File: src/rtl/pri_enc_scan.sv
// Captures a request vector and emits one beat per set bit, lowest index first.
// Define PRI_ENC_SCAN_CNT_EN to add out_cnt, the popcount of the captured vector.
module pri_enc_scan #(
    parameter int WIDTH = 8,
    parameter int IDXW  = $clog2(WIDTH)
) (
    input  logic             clk,
    input  logic             rst_n,
    input  logic             in_valid,
    output logic             in_ready,
    input  logic [WIDTH-1:0] in_vec,
    input  logic             flush,
    output logic             out_valid,
    input  logic             out_ready,
    output logic [IDXW-1:0]  out_idx,
    output logic             out_last,
    output logic             out_none,
    output logic             busy
`ifdef PRI_ENC_SCAN_CNT_EN
    ,
    output logic [IDXW:0]    out_cnt
`endif
);

    typedef enum logic {IDLE = 1'b0, SCAN = 1'b1} state_t;

    state_t           state;
    logic [WIDTH-1:0] res;
    logic [WIDTH-1:0] rest;
    logic [IDXW-1:0]  idx_c;
    logic             scan;

    assign scan = (state == SCAN);

    // Dropping the lowest set bit also tells us whether at most one bit remains.
    assign rest = res & (res - WIDTH'(1));

    always_comb begin
        idx_c = '0;
        for (int i = WIDTH - 1; i >= 0; i--) begin
            if (res[i]) idx_c = IDXW'(i);
        end
    end

    assign in_ready  = !scan;
    assign busy      = scan;
    assign out_valid = scan;
    assign out_idx   = scan ? idx_c : '0;
    assign out_last  = scan && (rest == '0);
    // Residual is only zero during SCAN when the captured vector was zero.
    assign out_none  = scan && (res == '0);

    always_ff @(posedge clk or negedge rst_n) begin
        if (!rst_n) begin
            state <= IDLE;
            res   <= '0;
        end else if (flush) begin
            state <= IDLE;
            res   <= '0;
        end else begin
            case (state)
                IDLE: begin
                    if (in_valid) begin
                        res   <= in_vec;
                        state <= SCAN;
                    end
                end
                SCAN: begin
                    if (out_ready) begin
                        res <= rest;
                        if (rest == '0) state <= IDLE;
                    end
                end
                default: state <= IDLE;
            endcase
        end
    end

`ifdef PRI_ENC_SCAN_CNT_EN
    logic [IDXW:0] pop;

    always_comb begin
        pop = '0;
        for (int i = 0; i < WIDTH; i++) pop = pop + (IDXW+1)'(in_vec[i]);
    end

    always_ff @(posedge clk or negedge rst_n) begin
        if (!rst_n)                   out_cnt <= '0;
        else if (in_ready && in_valid && !flush) out_cnt <= pop;
    end
`endif

endmodule
File: config.mk
export PLATFORM = sky130hd
export DESIGN_NAME = pri_enc_scan
export DESIGN_NICKNAME = d
export VERILOG_FILES = /design/src/rtl/pri_enc_scan.sv
export SDC_FILE = /design/constraint.sdc
export NUM_CORES = 1
export LEC_CHECK = 0
export ABC_AREA = 1
export CAP_MARGIN = 15
export CORE_MARGIN = 8
export CORE_UTILIZATION = 43
export CTS_CLUSTER_SIZE = 14
export DETAILED_ROUTE_END_ITERATION = 6
export GPL_TIMING_DRIVEN = 0
export PLACE_DENSITY_LB_ADDON = 0.25
export REMOVE_ABC_BUFFERS = 1
export SETUP_SLACK_MARGIN = 0.02
export SKIP_LAST_GASP = 1
export SYNTH_ARGS = -nofsm -noshare
export SYNTH_HDL_FRONTEND = slang
export SYNTH_SLANG_ARGS = --single-unit
File: constraint.sdc
create_clock -name clk -period 1.4 [get_ports clk]
set_input_delay 0.28 -clock clk [delete_from_list [all_inputs] [get_ports clk]]
set_output_delay 0.28 -clock clk [all_outputs]
set_load 0.01 [all_outputs]
======== Word-level counts from Yosys, hierarchy flattened ========
Index checks and enable logic that the tools add are counted.
W data, S select, Z words.
cells by class
  add/sub/neg operators ................... 1
  equal/unequal tests ..................... 2
  muxes and demuxes ....................... 18
  bitwise logic cells ..................... 2
  reduce and logical (&&, ||, !) cells .... 6
operators by type and width
  cell                   number
  $mux W3                9
  $mux W8                3
  $logic_not A8 Y1       2
  $pmux W8 S2            1
  $and A8 B8 Y8          1
  $sub A8 B1 Y8 const B  1
  $ne A3 B3 Y1 const B   2
  $mux W1                4
  $logic_and A1 B1 Y1    2
  $pmux W1 S2            1
  $reduce_and A2 Y1      1
  $logic_not A1 Y1       1
  $not A1 Y1             1
storage, ports and cells
  register bits after elaboration ......... 9
  input port bits ......................... 13
  output and inout bits ................... 8
  logic and storage cells ................. 31

======== Logic depth before layout (Yosys ltp) ========
Gate-level depths: netlist (run 1).
  word-level depth ........................ 9
  mapped depth ............................ 6

======== Least setup slack after synthesis (run 1) ========
No wires, ideal clock.
  path type ............................... flip-flop to output port
  start ................................... register state, in the netlist busy
  end ..................................... output out_none
  arrival time ............................ 1.112 ns
  path slack .............................. 0.008 ns
  stages on the path, launching flop included .. 5
  buffers on the path ..................... 2
  path through ............................ dfrtp_1 > buf_4 > buf_2 > nand3_1 > nor3_1
between the ends
  longest elaborated chain between the ends .. 1
RTL lines
  item                    RTL line  text
  start, declared         27        state_t state;
  start signal, assigned  55        state <= IDLE;
  start signal, assigned  58        state <= IDLE;
  start signal, assigned  65        state <= SCAN;
  $logic_and A1 B1 Y1     51        assign out_none = scan && (res == '0);
  end, declared           17        output logic out_none,
No other way between the ends.

======== Worst setup path after layout (run 1) ========
  start ................................... register res[1]
  end ..................................... output out_last
between the ends
  longest elaborated chain between the ends .. 4
RTL lines
  item                     RTL line  text
  start, declared          28        logic [WIDTH-1:0] res;
  start signal, assigned   64        res <= in_vec;
  start signal, assigned   70        res <= rest;
  $sub A8 B1 Y8            36        assign rest = res & (res - WIDTH'(1));
  $and A8 B8 Y8 (*)        36
  $logic_not A8 Y1 (*)     49        assign out_last = scan && (rest == '0);
  $logic_and A1 B1 Y1 (*)  49
  end, declared            16        output logic out_last,
Mark *: on every way between the ends. The rest lies on a longest branch, timed or not.

==> reports/metrics.cfg, run 1 <==
[grt]
grt-ovfl-total = 0
use_met2_pct = 27.9
grt_max_degree = 10
grt_usage_pct = 16.2
grt_use_met3_pct = 3.86
grt_pass1_wl_microns = 3510
first_global_vias = 801
top_usage_layer = met2
antenna_found_initial = 0
met1_usage_pct = 17.9

[cells_and_area]
final_common_cell = buf_4
layout_common_cells = buf_4 (14), nand2_1 (13), clkdlybuf4s50_1 (12), inv_1 (8), dfrtp_1 (8)
fin_cells = 137
final_design_area_no_fill_sq_um = 1050
diodes = 0
drive_gt1_share_pct = 41.0
final_nets = 136
synthToLayoutAreaGrowth_pct = 66.9
fillers = 80

[logic_synthesis]
yosysWarningCount = 0
yosysTopAreaCell = dfrtp_1
ys_ff_latch = 9
synth.area.top_cells = dfrtp_1 (36%), nand2_1 (8.4%), inv_1 (6.0%)
yosysSeqAreaShare_pct = 35.9
yosys.area.top_type_share_pct = 35.9
postSynthCellCount = 83
ys_types = 23
synth_area_sq_um = 627
avgSynthCellArea_sq_um = 7.55

[routing]
num_vias = 811
wl_per_cell_microns = 16.6
routed_via_density = 5.92
drc = 0
initialDrtViolationCount = 19
routed_wl_microns = 2270
firstDrtPassIters = 4
ant_nets = 0

[clocking]
cts_buffer_depth = 2
htreeDepth = 1
cts_tree = yes
clock-sinks = 9
cts_buffers = 3
hold_buffers = 0
cts.clk_slew.worst_paths_ps = 70
clk_latency_ps = 270
cts_root_buffer = clkbuf_4

[setup_path]
crit_family = simple AND/OR/NAND/NOR gates
critical_path.max_stage_delay_ps = 420
worst_setup_path_start_kind = flop
worstPathRequired_ps = 1120
crit_chain = nor2_4, buf_4, nand2_2, o21ai_2, nand3_2, nor2_4, buf_6
path_class = flop to output port
crit_buf_inv = 2
cp-end-kind = output port
path_max_fanout = 3
crit_path_top_delay_cell = dfrtp_1
cp.arrival_ps = 1550
cpMostUsedCell = nor2_4

[timing]
hold_violations = 0
tightestPinTransition_ps = 448
worst_clock_skew_ps = 3.24
max_freq_mhz = 547
period_minus_slack_ps = 1830
worst_slack_ps = -428
min_period_over_period_pct = 131
hold_ws_ps = 324
setup_viol = 6
maxSlewHeadroom_pct = 70.1
drv_slew = 0
rsz0062_at_grt = yes

[pwr]
comb_power_share_pct = 47.2
peakVddDrop_mv = 0.653
p_int_mw = 0.628
p_per_area_nw_per_um2 = 976
seqPwrFrac_pct = 31.9
p_leak_nw = 0.489
p_sw_mw = 0.393
clockPowerShare_pct = 20.8
switching_share_pct = 38.5

[place]
hpwl_microns = 1270
io_buffers = 20
dp_cells = 115
gp_congestion = 0.798
placed_area_sq_um = 826

[floorplan]
core_sq_um = 1330
fp.dieW_microns = 54.2
die-area_sq_um = 2940
fp-row-count = 13
fp.dieH_microns = 54.2
io_pins = 21
start_util_pct = 47.0

[status]
outcome = complete, but fails checks
violations = negative setup slack

[run]
cap_violations = 0

[hold_path]
min_path_type = primary input to async pin

## worst paths after layout
check	to	slack (ps)	depth (start not counted)	start
max in group asynchronous	busy	740	1	rst_n
worst min register to register	res[7]	620	2	res[7]
worst max-delay path	out_last	-430	7	res[1]
min in group clk	res[0]	570	3	in_vec[0]
worst min-delay path	res[0]	320	1	rst_n
worst max register to register	busy	-50	8	res[1]
## flip-flops by register name (all words and copies together), names as in the netlist
signal / count
res: 8
busy: 1
## power groups by stage
stage               clock, mW  combinational, mW  sequential, mW
floorplan                   0              0.182           0.329
CTS                     0.212              0.423           0.323
global placement            0              0.301           0.335
finish                  0.213              0.482           0.326
detailed placement          0              0.305           0.338
global route            0.236              0.515           0.328
## per-layer routing
layer	up-vias	routed length, microns
met5	-	0
li1	367	-
met4	0	76
met2	41	1130
met3	12	145
met1	391	918
## logic make-up after synthesis
kind of cell | after synthesis | synth area share (%)
flops | 9 | 35.9
buf+inv | 14 | 9.78
simple gates | 31 | 24.0
compound gates | 29 | 30.3
## metrics by stage
stage / power [mW] / setup TNS (ps) / util [%] / setup slack [ps]
detailed placement: 0.643 / -4690 / 61.9 / -735
CTS: 0.958 / -1650 / 75.5 / -420
global placement: 0.637 / -4570 / 61.9 / -746
global route: 1.08 / -2120 / 78.4 / -500
finish: 1.02 / -1750 / 78.4 / -428
floorplan: 0.511 / -526 / - / -164
## cells in the mapped netlist
cell / number
a211oi_1: 1
a21oi_1: 5
a21oi_2: 3
buf_2: 1
buf_4: 2
dfrtp_1: 9
inv_1: 10
inv_2: 1
nand2_1: 14
nand2_2: 2
nand3_1: 6
nand3_2: 1
nor2_1: 3
nor2_2: 2
nor2_4: 1
nor3_1: 2
o211ai_1: 3
o21a_1: 1
o21ai_0: 6
o21ai_1: 2
o21ai_2: 4
o22ai_1: 3
o31ai_1: 1
## what timing repair did
action / 4_1_cts / 5_1_grt
endpoints found under the setup margin: 15 / 12
buffers inserted: 20 / 4
pin swaps: 7 / 6
resized for setup: 35 / 13
## area by class of cell
cell class | instances | area (sq um) | share of cell area [%]
clock buffers | 4 | 26.3 | 2.51
flip-flops and latches | 9 | 226 | 21.7
well taps | 15 | 18.8 | 1.79
inverters | 11 | 43.8 | 4.19
repair buffers | 38 | 324 | 31.0
multi-input cells | 60 | 407 | 38.9
(Power assumes the default switching activity.)
==> inputs of run 2 (changes only) <==
--- a/config.mk
+++ b/config.mk
@@ -9,6 +9,7 @@
 export CAP_MARGIN = 15
 export CORE_MARGIN = 8
 export CORE_UTILIZATION = 43
+export CTS_BUF_LIST = sky130_fd_sc_hd__clkbuf_16
 export CTS_CLUSTER_SIZE = 14
 export DETAILED_ROUTE_END_ITERATION = 6
 export GPL_TIMING_DRIVEN = 0
==> constraint.sdc (replaced) <==
create_clock -name clk -period 1.4 [get_ports clk]
set_input_delay 0.28 -clock clk [delete_from_list [all_inputs] [get_ports clk]]
set_output_delay 0.28 -clock clk [all_outputs]
set_load 0.005 [all_outputs]
==> reports/metrics.cfg, run 2 (synthesis results as in run 1) <==
[timing]
hold_ws_ps = 355
maxSlewHeadroom_pct = 70.9
period_minus_slack_ps = 1810
worst_clock_skew_ps = 5.55
min_period_over_period_pct = 129
rsz0062_at_grt = yes
worst_slack_ps = -408
drv_slew = 0
tightestPinTransition_ps = 436
setup_viol = 8
hold_violations = 0
setup_tns_ps = -1270
max_freq_mhz = 553

[clocking]
clock-sinks = 9
cts.clk_slew.worst_paths_ps = 40
cts_root_buffer = clkbuf_16
htreeDepth = 1
hold_buffers = 0
cts_tree = yes
cts_buffers = 3
cts_buffer_depth = 2
clk_latency_ps = 230

[routing]
initialDrtViolationCount = 56
firstDrtPassIters = 4
routed_via_density = 5.73
ant_nets = 0
routed_wl_microns = 2330
num_vias = 779
drc = 0
wl_per_cell_microns = 17.1

[floorplan]
die-area_sq_um = 2940
fp-row-count = 13
fp.dieW_microns = 54.2
start_util_pct = 47.0
io_pins = 21
fp.dieH_microns = 54.2
core_sq_um = 1330

[pwr]
p_sw_mw = 0.409
switching_share_pct = 31.8
p_per_area_nw_per_um2 = 1190
clockPowerShare_pct = 39.0
comb_power_share_pct = 35.9
total_power_mw = 1.29
seqPwrFrac_pct = 25.1
peakVddDrop_mv = 0.983
p_leak_nw = 0.511
p_int_mw = 0.877

[setup_path]
critical_path_depth = 7
worstPathRequired_ps = 1120
crit_buf_inv = 2
path_max_fanout = 4
critical_path.max_stage_delay_ps = 370
r2r_cells = 8
path_class = flop to output port
worst_setup_path_start_kind = flop
cp.arrival_ps = 1530
crit_family = simple AND/OR/NAND/NOR gates
crit_path_top_delay_cell = dfrtp_1
cp-end-kind = output port
crit_chain = buf_4, nor2_1, nand2_1, o21ai_2, nand3_1, nor2_4, buf_2

[status]
violations = negative setup slack
outcome = complete, but fails checks

[cells_and_area]
layout_common_cells = buf_4 (14), nand2_1 (12), clkdlybuf4s50_1 (12), inv_1 (9), dfrtp_1 (7)
largest_reg_flops = 8
final_common_cell = buf_4
diodes = 0
final_nets = 135
final_design_area_no_fill_sq_um = 1080
drive_gt1_share_pct = 38.8
synthToLayoutAreaGrowth_pct = 72.9
largest_register = res
fin_util_pct = 81.2

[place]
hpwl_microns = 1270
placed_area_sq_um = 826
io_buffers = 20
gp_congestion = 0.798

[grt]
grt_max_degree = 10
first_global_vias = 753
grt_usage_pct = 15.3
grt-ovfl-total = 0
antenna_found_initial = 0
grt_pass1_wl_microns = 3310

[run]
cap_violations = 0

[hold_path]
min_path_type = primary input to async pin

## run 2: changes by cell type in the layout (fill, tap and decap cells not counted), moves of 2 or more
cell	change
buf_6	-2
o21ai_4	+2
nand3_1	+2
nand3_2	-2
clkbuf_16	+3
clkbuf_4	-3
## run 2: path summary, 6_finish.rpt
path                         from       end  slack [ps]
max                        res[5]  out_last        -410
min                         rst_n    res[6]         350
max reg2reg                res[5]      busy         -50
min reg2reg                res[4]    res[4]         610
max in group asynchronous   rst_n    res[3]         710
min in group clk           res[4]    res[4]         610
## run 2: metrics by stage
stage / instances / setup WS [ps]
2_1_floorplan: 80 / -25.2
6_report: 136 / -408
3_3_place_gp: 115 / -712
4_1_cts: 134 / -343
5_1_grt: 136 / -435
3_5_place_dp: 115 / -700
## run 2: worst register-to-register path: cells and delay by family, from the launching register on
kind | cells | cell delay [ps]
and+or+nand+nor | 4 | 470
AOI/OAI and AO/OA | 2 | 220
DFF | 1 | 370
buffers and inverters | 2 | 270
## run 2: cell type report
class | count | area [sq um]
multi-input combinational | 60 | 404
timing repair buffer | 37 | 310
fill | 84 | 250
sequential | 9 | 228
clock buffer | 3 | 75.1
inverter | 11 | 43.8
tap | 15 | 18.8
clock inverter | 1 | 3.75
## run 2: per-layer routing
metal,share of wire [%],vias to the layer above,GRT usage (%)
met5,0,-,0
met4,2.6,0,11.1
met3,7.5,9,4.41
met2,50,44,24.4
met1,40,364,16.8
li1,-,362,-
## run 2: what timing repair did
action,in CTS,in global routing
pin swaps,7,7
cloned,0,0
setup endpoints to repair,15,11
resized for setup,36,10
setup buffers,15,2
## run 2: power groups by stage
stage | clock network (mW) | logic (mW) | registers, mW
floorplan | 0 | 0.174 | 0.327
global placement | 0 | 0.291 | 0.335
detailed placement | 0 | 0.295 | 0.338
CTS | 0.502 | 0.392 | 0.322
global route | 0.525 | 0.493 | 0.326
finish | 0.502 | 0.461 | 0.323
